[src/rtl/hazard_scoreboard_if.sv]
// Decode/issue and writeback/scoreboard signals of hazard_scoreboard.
interface hazard_scoreboard_if;
  logic        id_valid;
  logic [5:0]  id_src_a;
  logic [5:0]  id_src_b;
  logic        id_use_a;
  logic        id_use_b;
  logic [5:0]  id_dest;
  logic        id_we;
  logic [1:0]  id_class;
  logic        ex_redirect;
  logic        issue;
  logic        stall_if;
  logic        stall_id;
  logic        flush_id;
  logic        wb_valid;
  logic [5:0]  wb_dest;
  logic        fpu_busy;
  logic [63:0] pending;

  modport master (
    output id_valid, id_src_a, id_src_b, id_use_a, id_use_b,
           id_dest, id_we, id_class, ex_redirect,
    input  issue, stall_if, stall_id, flush_id,
           wb_valid, wb_dest, fpu_busy, pending
  );

  modport slave (
    input  id_valid, id_src_a, id_src_b, id_use_a, id_use_b,
           id_dest, id_we, id_class, ex_redirect,
    output issue, stall_if, stall_id, flush_id,
           wb_valid, wb_dest, fpu_busy, pending
  );
endinterface

[src/rtl/hazard_scoreboard.sv]
// hazard_scoreboard: issue controller with pending-write scoreboard,
// single write-port slot line and non-pipelined FPU occupancy.
// Optional feature macro: HAZARD_BYPASS_EN (RAW on a slot-1 producer is ready).
module hazard_scoreboard #(
  parameter int unsigned LOAD_LAT = 2,
  parameter int unsigned FPU_LAT  = 4
) (
  input logic                clk,
  input logic                reset,
  hazard_scoreboard_if.slave bus
);
  localparam int unsigned MAXL = FPU_LAT;

`ifdef HAZARD_BYPASS_EN
  localparam bit BYPASS = 1'b1;
`else
  localparam bit BYPASS = 1'b0;
`endif

  typedef enum logic [1:0] {
    CL_ALU  = 2'b00,
    CL_LOAD = 2'b01,
    CL_FPU  = 2'b10,
    CL_JUMP = 2'b11
  } iclass_e;

  logic [63:0]     pending_q, pending_d;
  logic [MAXL-1:0] slot_v_q, slot_v_d;
  logic [5:0]      slot_d_q [MAXL];
  logic [5:0]      slot_d_d [MAXL];
  logic [2:0]      fpu_cnt_q, fpu_cnt_d;

  iclass_e    cls;
  logic [2:0] lat;
  logic [7:0] slot_v_pad;
  logic       we_eff, byp_a, byp_b, raw_a, raw_b, waw, port_hit, fpu_hit;
  logic       hazard, issue;

  assign cls        = iclass_e'(bus.id_class);
  assign slot_v_pad = 8'(slot_v_q);

  // Writeback latency of the instruction in decode.
  always_comb begin
    case (cls)
      CL_LOAD: lat = 3'(LOAD_LAT);
      CL_FPU:  lat = 3'(FPU_LAT);
      default: lat = 3'd1;
    endcase
  end

  // r0 is hardwired: a write to it is dropped from the scoreboard entirely.
  assign we_eff   = bus.id_we && (bus.id_dest != '0);
  assign byp_a    = BYPASS && slot_v_q[0] && (slot_d_q[0] == bus.id_src_a);
  assign byp_b    = BYPASS && slot_v_q[0] && (slot_d_q[0] == bus.id_src_b);
  assign raw_a    = bus.id_use_a && (bus.id_src_a != '0) && pending_q[bus.id_src_a] && !byp_a;
  assign raw_b    = bus.id_use_b && (bus.id_src_b != '0) && pending_q[bus.id_src_b] && !byp_b;
  assign waw      = we_eff && pending_q[bus.id_dest];
  // Slot L+1 shifts into slot L at this edge; padding makes L = MAXL read as free.
  assign port_hit = we_eff && (lat < 3'(MAXL)) && slot_v_pad[lat];
  assign fpu_hit  = (cls == CL_FPU) && (fpu_cnt_q != '0);
  assign hazard   = raw_a || raw_b || waw || port_hit || fpu_hit;
  assign issue    = bus.id_valid && !bus.ex_redirect && !hazard;

  // Next state: scoreboard set/clear, slot line shift and load, FPU counter.
  always_comb begin
    pending_d = pending_q;
    if (slot_v_q[0]) pending_d[slot_d_q[0]] = 1'b0;
    if (issue && we_eff) pending_d[bus.id_dest] = 1'b1;

    slot_v_d = '0;
    for (int unsigned i = 0; i < MAXL; i++) slot_d_d[i] = '0;
    for (int unsigned i = 0; i + 1 < MAXL; i++) begin
      slot_v_d[i] = slot_v_q[i+1];
      slot_d_d[i] = slot_d_q[i+1];
    end
    for (int unsigned i = 0; i < MAXL; i++) begin
      if (issue && we_eff && (3'(i + 1) == lat)) begin
        slot_v_d[i] = 1'b1;
        slot_d_d[i] = bus.id_dest;
      end
    end

    // The issue cycle is the FPU's first busy cycle, so only FPU_LAT-1 remain.
    if (issue && (cls == CL_FPU)) fpu_cnt_d = 3'(FPU_LAT - 1);
    else if (fpu_cnt_q != '0)     fpu_cnt_d = fpu_cnt_q - 3'd1;
    else                          fpu_cnt_d = '0;
  end

  // State registers.
  always_ff @(posedge clk or negedge reset) begin
    if (!reset) begin
      pending_q <= '0;
      slot_v_q  <= '0;
      fpu_cnt_q <= '0;
      for (int unsigned i = 0; i < MAXL; i++) slot_d_q[i] <= '0;
    end else begin
      pending_q <= pending_d;
      slot_v_q  <= slot_v_d;
      fpu_cnt_q <= fpu_cnt_d;
      for (int unsigned i = 0; i < MAXL; i++) slot_d_q[i] <= slot_d_d[i];
    end
  end

  assign bus.issue    = issue;
  assign bus.stall_if = bus.id_valid && !issue && !bus.ex_redirect;
  assign bus.stall_id = bus.id_valid && !issue && !bus.ex_redirect;
  assign bus.flush_id = bus.ex_redirect;
  assign bus.wb_valid = slot_v_q[0];
  assign bus.wb_dest  = slot_d_q[0];
  assign bus.fpu_busy = (fpu_cnt_q != '0);
  assign bus.pending  = pending_q;
endmodule
[src/flat_wrapper.sv]
// flat-port wrapper written by rule: the top's interface ports become plain ports
module hazard_scoreboard_flat 
#(
  parameter int unsigned LOAD_LAT = 2,
  parameter int unsigned FPU_LAT  = 4
)
  (clk, reset, bus_id_valid, bus_id_src_a, bus_id_src_b, bus_id_use_a, bus_id_use_b, bus_id_dest, bus_id_we, bus_id_class, bus_ex_redirect, bus_issue, bus_stall_if, bus_stall_id, bus_flush_id, bus_wb_valid, bus_wb_dest, bus_fpu_busy, bus_pending);
  hazard_scoreboard_if bus_i ();
  input logic clk;
  input logic reset;
  input wire logic [$bits(bus_i.id_valid)-1:0] bus_id_valid;
  input wire logic [$bits(bus_i.id_src_a)-1:0] bus_id_src_a;
  input wire logic [$bits(bus_i.id_src_b)-1:0] bus_id_src_b;
  input wire logic [$bits(bus_i.id_use_a)-1:0] bus_id_use_a;
  input wire logic [$bits(bus_i.id_use_b)-1:0] bus_id_use_b;
  input wire logic [$bits(bus_i.id_dest)-1:0] bus_id_dest;
  input wire logic [$bits(bus_i.id_we)-1:0] bus_id_we;
  input wire logic [$bits(bus_i.id_class)-1:0] bus_id_class;
  input wire logic [$bits(bus_i.ex_redirect)-1:0] bus_ex_redirect;
  output wire logic [$bits(bus_i.issue)-1:0] bus_issue;
  output wire logic [$bits(bus_i.stall_if)-1:0] bus_stall_if;
  output wire logic [$bits(bus_i.stall_id)-1:0] bus_stall_id;
  output wire logic [$bits(bus_i.flush_id)-1:0] bus_flush_id;
  output wire logic [$bits(bus_i.wb_valid)-1:0] bus_wb_valid;
  output wire logic [$bits(bus_i.wb_dest)-1:0] bus_wb_dest;
  output wire logic [$bits(bus_i.fpu_busy)-1:0] bus_fpu_busy;
  output wire logic [$bits(bus_i.pending)-1:0] bus_pending;
  assign bus_i.id_valid = bus_id_valid;
  assign bus_i.id_src_a = bus_id_src_a;
  assign bus_i.id_src_b = bus_id_src_b;
  assign bus_i.id_use_a = bus_id_use_a;
  assign bus_i.id_use_b = bus_id_use_b;
  assign bus_i.id_dest = bus_id_dest;
  assign bus_i.id_we = bus_id_we;
  assign bus_i.id_class = bus_id_class;
  assign bus_i.ex_redirect = bus_ex_redirect;
  assign bus_issue = bus_i.issue;
  assign bus_stall_if = bus_i.stall_if;
  assign bus_stall_id = bus_i.stall_id;
  assign bus_flush_id = bus_i.flush_id;
  assign bus_wb_valid = bus_i.wb_valid;
  assign bus_wb_dest = bus_i.wb_dest;
  assign bus_fpu_busy = bus_i.fpu_busy;
  assign bus_pending = bus_i.pending;
  hazard_scoreboard #(.LOAD_LAT(LOAD_LAT), .FPU_LAT(FPU_LAT)) u_core (.clk(clk), .reset(reset), .bus(bus_i));
endmodule
[config.mk]
export PLATFORM = sky130hd
export DESIGN_NAME = hazard_scoreboard_flat
export DESIGN_NICKNAME = d
export VERILOG_FILES = /design/src/rtl/hazard_scoreboard_if.sv /design/src/rtl/hazard_scoreboard.sv /design/src/flat_wrapper.sv
export SDC_FILE = /design/constraint.sdc
export NUM_CORES = 1
export LEC_CHECK = 0
export CAP_MARGIN = 15
export CORE_MARGIN = 1
export CORE_UTILIZATION = 58
export CTS_BUF_LIST = sky130_fd_sc_hd__clkbuf_16
export CTS_CLUSTER_DIAMETER = 100
export CTS_CLUSTER_SIZE = 30
export DETAILED_ROUTE_END_ITERATION = 8
export HOLD_SLACK_MARGIN = 0.02
export PLACE_DENSITY_LB_ADDON = 0.3
export SLEW_MARGIN = 40
export SYNTH_ARGS = -nofsm -noshare
export SYNTH_HDL_FRONTEND = slang
export SYNTH_SLANG_ARGS = --single-unit
[constraint.sdc]
create_clock -name clk -period 3.9 [get_ports clk]
set_input_delay 0.39 -clock clk [delete_from_list [all_inputs] [get_ports clk]]
set_output_delay 0.39 -clock clk [all_outputs]
set_load 0.05 [all_outputs]
==> summary.md, run 1 <==
| Metric | Value |
|---|---|
| Initial antenna violation count | `0` |
| WL per Instance | `25.3 um` |
| Post-synthesis sequential area ratio | `just under 40%` |
| Pins over their slew limit | `0` |
| PD cells | `roughly 300 nW/um^2` |
| Crit path time final | `3770 ps` |
| WP data required | `between 3000 and 4000 ps` |
| Least-Margin Pin Slew | `803 ps` |
| Commonest cells after routing, fill and taps aside | `118 x o21ai_0, 98 x clkdlybuf4s50_1, 95 x dfrtp_1` |
| RePlAce Congestion | `between 0.9 and 1` |
| Post-synth ARST share | `between 90% and 100%` |
| Layout Cells excl Fill | `850` |
| Yosys top cell by area | `dfrtp_1` |
| Clock buffer depth | `2` |
| Final Skew | `roughly 7.7 ps` |
| R2R cell count | `7` |
| Dpl cell area | `about 7200 um^2` |
| Worst R2R End | `u_core.slot_d_q[6]$_DFF_PN0_` |
| Share of the synthesized area in the top cell type | `just under 40%` |
| Largest net degree at the start of global routing | `75` |
| R2R setup slack | `between 900 and 1000 ps` |
| I/O pin count | `between 100 and 150` |
| Hold Fails Final Rpt | `0` |
| Leak Pwr | `between 2 and 3 nW` |
| Fmax | `0.265 GHz` |
| Total wire length | `approximately 22,000 um` |
| H-tree depth | `3` |
| Top fanout value on the critical path | `4` |
| DP Cell Count | `834` |
| Starting Density | `60.8%` |
| Layout area overhead | `25.2%` |
| Synth Area in Compound Gates | `16.6%` |
| Yosys warns | `0` |
| Final Util | `between 70% and 80%` |
| Root Buffer | `clkbuf_16` |
| DRT Pass-1 Iters | `7` |
| Synth Register Bits | `between 90 and 100` |
| Synth area leaders | `dfrtp_1 39%, mux4_2 11%, o21ai_0 9.8%, nand2_1 4.9%, mux2_2 4.1%` |
| DR vias/cell | `between 7 and 8` |
| Post-synthesis mux area share | `19.8%` |
| Distinct cells, synth | `between 60 and 70` |
| Clock Latency Late Sink | `~360 ps` |
| Cts hold-fix bufs | `0` |
| Area of the mapped netlist | `between 6000 and 7000 um^2` |
| DR iter-0 viols | `852` |
| Die width | `a little over 100 um` |
| Multi-input gate area in the final layout | `around 3400 um^2` |
| Vias in the first global route | `5,837` |
| Clock-pin slew on the worst setup and hold paths | `roughly 70 ps` |
| Post-Synth Adder-Cell Area | `less than 1%` |
| Core ar. | `slightly below 10,000 um^2` |
| Number of max-cap violations | `0` |
| Synthesized net count | `650` |
| First-pass GRT wire length | `33,600 um` |
| N_diodes | `0` |
| Fill cells | `about 670` |
| Syn Area/Cell | `approximately 9.7 um^2` |
| Mapped Cells | `620` |
| Post-CTS setup buffers | `0` |
| Reg area | `around 2400 um^2` |
| Final period util | `96.7%` |
| CP Capture Point | `bus_issue` |
| Hold Crit Class | `input port to asynchronous set/reset pin` |
| Die area | `10,800 um^2` |
| Final setup vio count | `0` |
| PostCTS Resize Cnt | `0` |
| Aggregate global-route resource usage | `~41%` |
| TNS Setup | `0 ps` |
| CP Capture Type | `output port` |
| Crit path from | `bus_id_class[0]` |
| Simple-gate share of the synthesized area | `approximately a fifth` |
| Post-synth EDFFs | `0` |
| Share of cells above drive strength 1 | `17.4%` |
| Largest family of logic cells by synthesized area | `multiplexers` |
| Most common cell after layout, fill and taps aside | `o21ai_0` |
| Cts bufs inserted | `9` |
| Critical path class | `input port to output port` |
| Setup crit start kind | `input port` |
| CTS Sinks | `95` |
| NumNets Final | `approximately 740` |
| Outcome | `complete, no violations` |
| Final ANT Viol Nets | `0` |
| Synth Flop Type | `dfrtp_1` |
| Port bufs | `slightly above 100` |
| Final instance area | `7540 um^2` |
| Min Hold Slack | `49.0 ps` |
| Peak supply drop | `around 0.00024 V` |
| CTS tree | `yes` |
| Routed vias | `between 6,000 and 7,000` |
| Die Y | `between 100 and 150 um` |
| Slew HR | `46.2%` |
| # rows | `36` |
| Reg2Reg Launch Point | `u_core.bus.pending[24]$_DFF_PN0_` |
| Total gr overflow | `0` |
| Worst EP arrival | `3380 ps` |
| DP HPWL | `approximately 15,000 um` |
| Residual DRC | `0` |
| Synth Area in XOR/XNOR | `0%` |
## flip-flops by register name (all words and copies together) (netlist names)
name                flops
u_core.bus.pending     64
u_core.slot_d_q        18
u_core.bus.wb_dest      6
u_core.slot_v_q         4
u_core.fpu_cnt_q        3
## stage by stage
step	worst slack, ps	power, mW
finish	130	2.26
global route	-23.2	2.32
CTS	3.49	2.25
detailed placement	26.2	1.37
global placement	79.3	1.36
floorplan	87.3	1.23
## routing by layer
layer	part of all wire [%]	vias to the layer above	GRT usage, %
met2	44	552	61.8
met3	15	138	14.5
li1	-	2486	-
met4	6.3	0	21.5
met1	35	2865	53.3
met5	0	-	0
## cells in the mapped netlist, types with 5 or more instances
library cell / number
inv_1: 11
a21oi_1: 10
nand3b_1: 17
dfrtp_1: 95
nor2b_1: 7
buf_1: 7
mux2i_1: 20
nand2_1: 78
nand3_1: 15
and3_1: 5
nor3b_1: 5
and3b_1: 6
nor2_1: 19
mux4_2: 30
buf_2: 13
o21ai_1: 10
o21ai_0: 118
nor3_1: 14
nand4_1: 6
or3b_2: 6
mux2_1: 6
nand2b_1: 10
a31oi_1: 6
clkbuf_1: 15
buf_4: 13
mux2_2: 22
## cell type report
class	count	share of cell area, %
Tap cell	133	2.21
Timing Repair Buffer	130	17.1
Sequential cell	95	31.5
Multi-Input combinational cell	464	44.7
Clock inverter	7	0.929
Inverter	12	0.597
Clock buffer	9	2.99
## cells by family after synthesis
family | after synthesis
DFF | 95
and+or+nand+nor | 207
muxes | 78
buffers and inverters | 61
adders and majority gates | 3
AOI/OAI and AO/OA | 176
## report_power, final
part / total (mW) / internal, mW / leakage (nW) / switching, mW
Combinational: 0.353 / 0.133 / 1.62 / 0.220
Sequential: 1.01 / 0.994 / 0.997 / 0.0153
Clock: 0.900 / 0.498 / 0.146 / 0.402
Total: 2.26 / 1.63 / 2.76 / 0.637
## worst min-delay path by stage
stage          slack (ps)                               end  cells after the start
3_5_place_dp          450  u_core.bus.pending[28]$_DFF_PN0_                      1
3_3_place_gp          430     u_core.slot_d_q[11]$_DFF_PN0_                      1
4_1_cts                80  u_core.bus.pending[28]$_DFF_PN0_                      1
2_1_floorplan          90   u_core.bus.pending[0]$_DFF_PN0_                      0
5_1_grt               100  u_core.bus.pending[30]$_DFF_PN0_                      1
6_report               50  u_core.bus.pending[28]$_DFF_PN0_                      1
## worst max-delay path, stage by stage
cell and delay [ps]:
clkdlybuf4s50_1 490, inv_1 60, ha_1 350, mux4_2 510, nand2b_1 100, o221ai_1 120, or4_4 560, o21ai_0 170
nand3_1 170, nor3b_2 280, buf_12 170
Note: power is estimated with default switching activity, not from simulation.
==> run 2: changes to the inputs <==
--- a/config.mk
+++ b/config.mk
@@ -12,7 +12,7 @@
 export CTS_CLUSTER_DIAMETER = 100
 export CTS_CLUSTER_SIZE = 30
 export DETAILED_ROUTE_END_ITERATION = 8
-export HOLD_SLACK_MARGIN = 0.02
+export HOLD_SLACK_MARGIN = 0.12
 export PLACE_DENSITY_LB_ADDON = 0.3
 export SLEW_MARGIN = 40
 export SYNTH_ARGS = -nofsm -noshare
==> run 2 against run 1 <==
Net effect:
- wire length down 0.23%
- via count down 0.70%
- highest routed layer unchanged
- utilization up 0.10 points
- critical path depth unchanged
- first-iteration DRC count up 3.5%
==> summary.md, run 2 (synthesis gave the netlist of run 1 again) <==
| Metric | Value |
|---|---|
| Final period util | `between 90% and 100%` |
| Net Sw Frac | `28.1%` |
| Cts bufs inserted | `9` |
| Setup crit start kind | `input port` |
| Worst EP arrival | `about 3400 ps` |
| Number of max-cap violations | `0` |
| Aggregate global-route resource usage | `roughly two fifths` |
| CP delay by family, top | `simple AND/OR/NAND/NOR gates` |
| Top fanout value on the critical path | `4` |
| Hold Fails Final Rpt | `0` |
| Metal-1 WL | `roughly 7400 um` |
| Least-Margin Pin Slew | `roughly 800 ps` |
| Root Buffer | `clkbuf_16` |
| Total wire length | `around 21,000 um` |
| First-pass GRT wire length | `33,600 um` |
| NumNets Final | `around 740` |
| Clock power frac | `roughly two fifths` |
| # rows | `36` |
| Final instance area | `about 7600 um^2` |
| Worst R2R End | `u_core.slot_d_q[7]$_DFF_PN0_` |
| CP Capture Type | `output port` |
| Leak Pwr | `around 2.8 nW` |
| Final Skew | `between 7 and 8 ps` |
| RePlAce Congestion | `around 1` |
| Buf/Inv on CP | `3` |
| Final WS setup | `between 100 and 150 ps` |
| Critical path class | `input port to output port` |
| Hold Crit Class | `flip-flop to flip-flop` |
| Max Used Layer | `met4` |
| Flop pwr share | `approximately 45%` |
| Final setup vio count | `0` |
| CTS Sinks | `95` |
| Crit path from | `bus_id_class[0]` |
| Largest net degree at the start of global routing | `between 70 and 80` |
| Worst slack at placement | `26.2 ps` |
| Post-CTS setup buffers | `0` |
| Clock buffer depth | `2` |
| Stages on the worst setup path | `11` |
| CP peak stage delay | `around 560 ps` |
| Layout area overhead | `25.3%` |
| Initial antenna violation count | `0` |
| Dpl cell area | `7240 um^2` |
| Final ANT Viol Nets | `0` |
| Clock Latency Late Sink | `around 360 ps` |
| WL per Instance | `~25 um` |
| DP HPWL | `~15,000 um` |
| DR vias/cell | `around 7.0` |
| CTS tree | `yes` |
| Pins over their slew limit | `0` |
| Core ar. | `approximately 9900 um^2` |
| Vias in the first global route | `between 5,000 and 6,000` |
| Hold Startpoint | `u_core.slot_v_q[1]$_DFF_PN0_` |
| Internal power | `1.63 mW` |
| Fmax | `roughly 0.26 GHz` |
| Reg2Reg Launch Point | `u_core.bus.pending[24]$_DFF_PN0_` |
| Slew HR | `46.6%` |
| Worst path cell trace | `clkdlybuf4s50_1 -> inv_1 -> ha_1 -> mux4_2 -> nand2b_1 -> o221ai_1 -> or4_4 -> o21ai_0 -> nand3_1 -> nor3b_2 -> buf_12` |
| Max reg flops | `64` |
| Share of cells above drive strength 1 | `roughly 17%` |
| Most common cell after layout, fill and taps aside | `o21ai_0` |
| DR iter-0 viols | `882` |
| Total gr overflow | `0` |
| Starting Density | `just over 60%` |
| Min Hold Slack | `~470 ps` |
| Die width | `104 um` |
| CP Capture Point | `bus_issue` |
| I/O pin count | `103` |
| Peak supply drop | `0.000244 V` |
| WP data required | `~3500 ps` |
| Port bufs | `~100` |
| Crit path time final | `about 3800 ps` |
| Crit path max-delay cell type | `or4_4` |
| Final Util | `around 76%` |
| H-tree depth | `3` |
| Commonest cells after routing, fill and taps aside | `118 x o21ai_0, 98 x clkdlybuf4s50_1, 95 x dfrtp_1` |
| Multi-input gate area in the final layout | `between 3000 and 4000 um^2` |
| Die area | `approximately 11,000 um^2` |
| Fill cells | `between 600 and 700` |
| Die Y | `104 um` |
| PD cells | `299 nW/um^2` |
| N_diodes | `0` |
| Reg area | `roughly 2400 um^2` |
| Clock-pin slew on the worst setup and hold paths | `roughly 60 ps` |
| R2R setup slack | `930 ps` |
| Comb pwr share | `about 16%` |
| Outcome | `complete, no violations` |
| Met2 WL | `between 9000 and 10,000 um` |
| Psw | `between 0.6 and 0.7 mW` |
| Met3 wire length | `roughly 3200 um` |
| Routed vias | `~6,000` |
| R2R cell count | `7` |
| DRT Pass-1 Iters | `8` |
| Residual DRC | `0` |
-- run 2: final cells by class --
class | instances | share of cell area, %
Tap cell | 133 | 2.20
Sequential cell | 95 | 31.5
Clock inverter | 7 | 0.927
Clock buffer | 9 | 2.98
Multi-Input combinational cell | 464 | 44.7
Inverter | 12 | 0.596
Timing Repair Buffer | 131 | 17.2
-- run 2: routing by layer --
layer	global-route usage (%)	vias up
met1	53.3	2863
met5	0	-
met3	14.5	125
met4	21.5	0
met2	61.8	526
li1	-	2485
-- run 2: power groups by stage --
stage          sequential (mW)  combinational [mW]  clock [mW]
3_5_place_dp              1.03               0.343           0
4_1_cts                   1.01               0.345       0.894
6_report                  1.01               0.353       0.897
3_3_place_gp              1.03               0.334           0
2_1_floorplan             1.03               0.196           0
5_1_grt                   1.01               0.375       0.938
-- run 2: timing repair --
action,in CTS,in global routing
hold buffers,1,0
setup endpoints to repair,0,1
gates resized for setup,0,1
endpoints found under the hold margin,73,0
-- run 2: worst min-delay path by stage --
| stage | to | slack [ps] | cells past startpoint |
|---|---|---|---|
| after floorplan | u_core.bus.pending[0]$_DFF_PN0_ | 90 | 0 |
| after global placement | u_core.slot_d_q[11]$_DFF_PN0_ | 430 | 1 |
| after detailed placement | u_core.bus.pending[28]$_DFF_PN0_ | 450 | 1 |
| after CTS | u_core.slot_v_q[0]$_DFF_PN0_ | 470 | 1 |
| after global routing | u_core.slot_d_q[11]$_DFF_PN0_ | 490 | 1 |
| final | u_core.slot_v_q[0]$_DFF_PN0_ | 470 | 1 |
-- run 2: metrics by stage --
step | TNS (ps) | instances | total power [mW]
2_1_floorplan | 0 | 620 | 1.23
3_3_place_gp | 0 | 834 | 1.36
3_5_place_dp | 0 | 834 | 1.37
4_1_cts | 0 | 851 | 2.25
5_1_grt | -23.2 | 851 | 2.32
6_report | 0 | 851 | 2.26
-- run 2: worst register-to-register path, cell delays in order (launching register included) --
cell and delay, ps:
dfrtp_1 430, nor2b_1 160, a2111oi_0 440, nor3_1 190, or4_4 530, nor3_4 260
and4_1 460, mux2_1 380
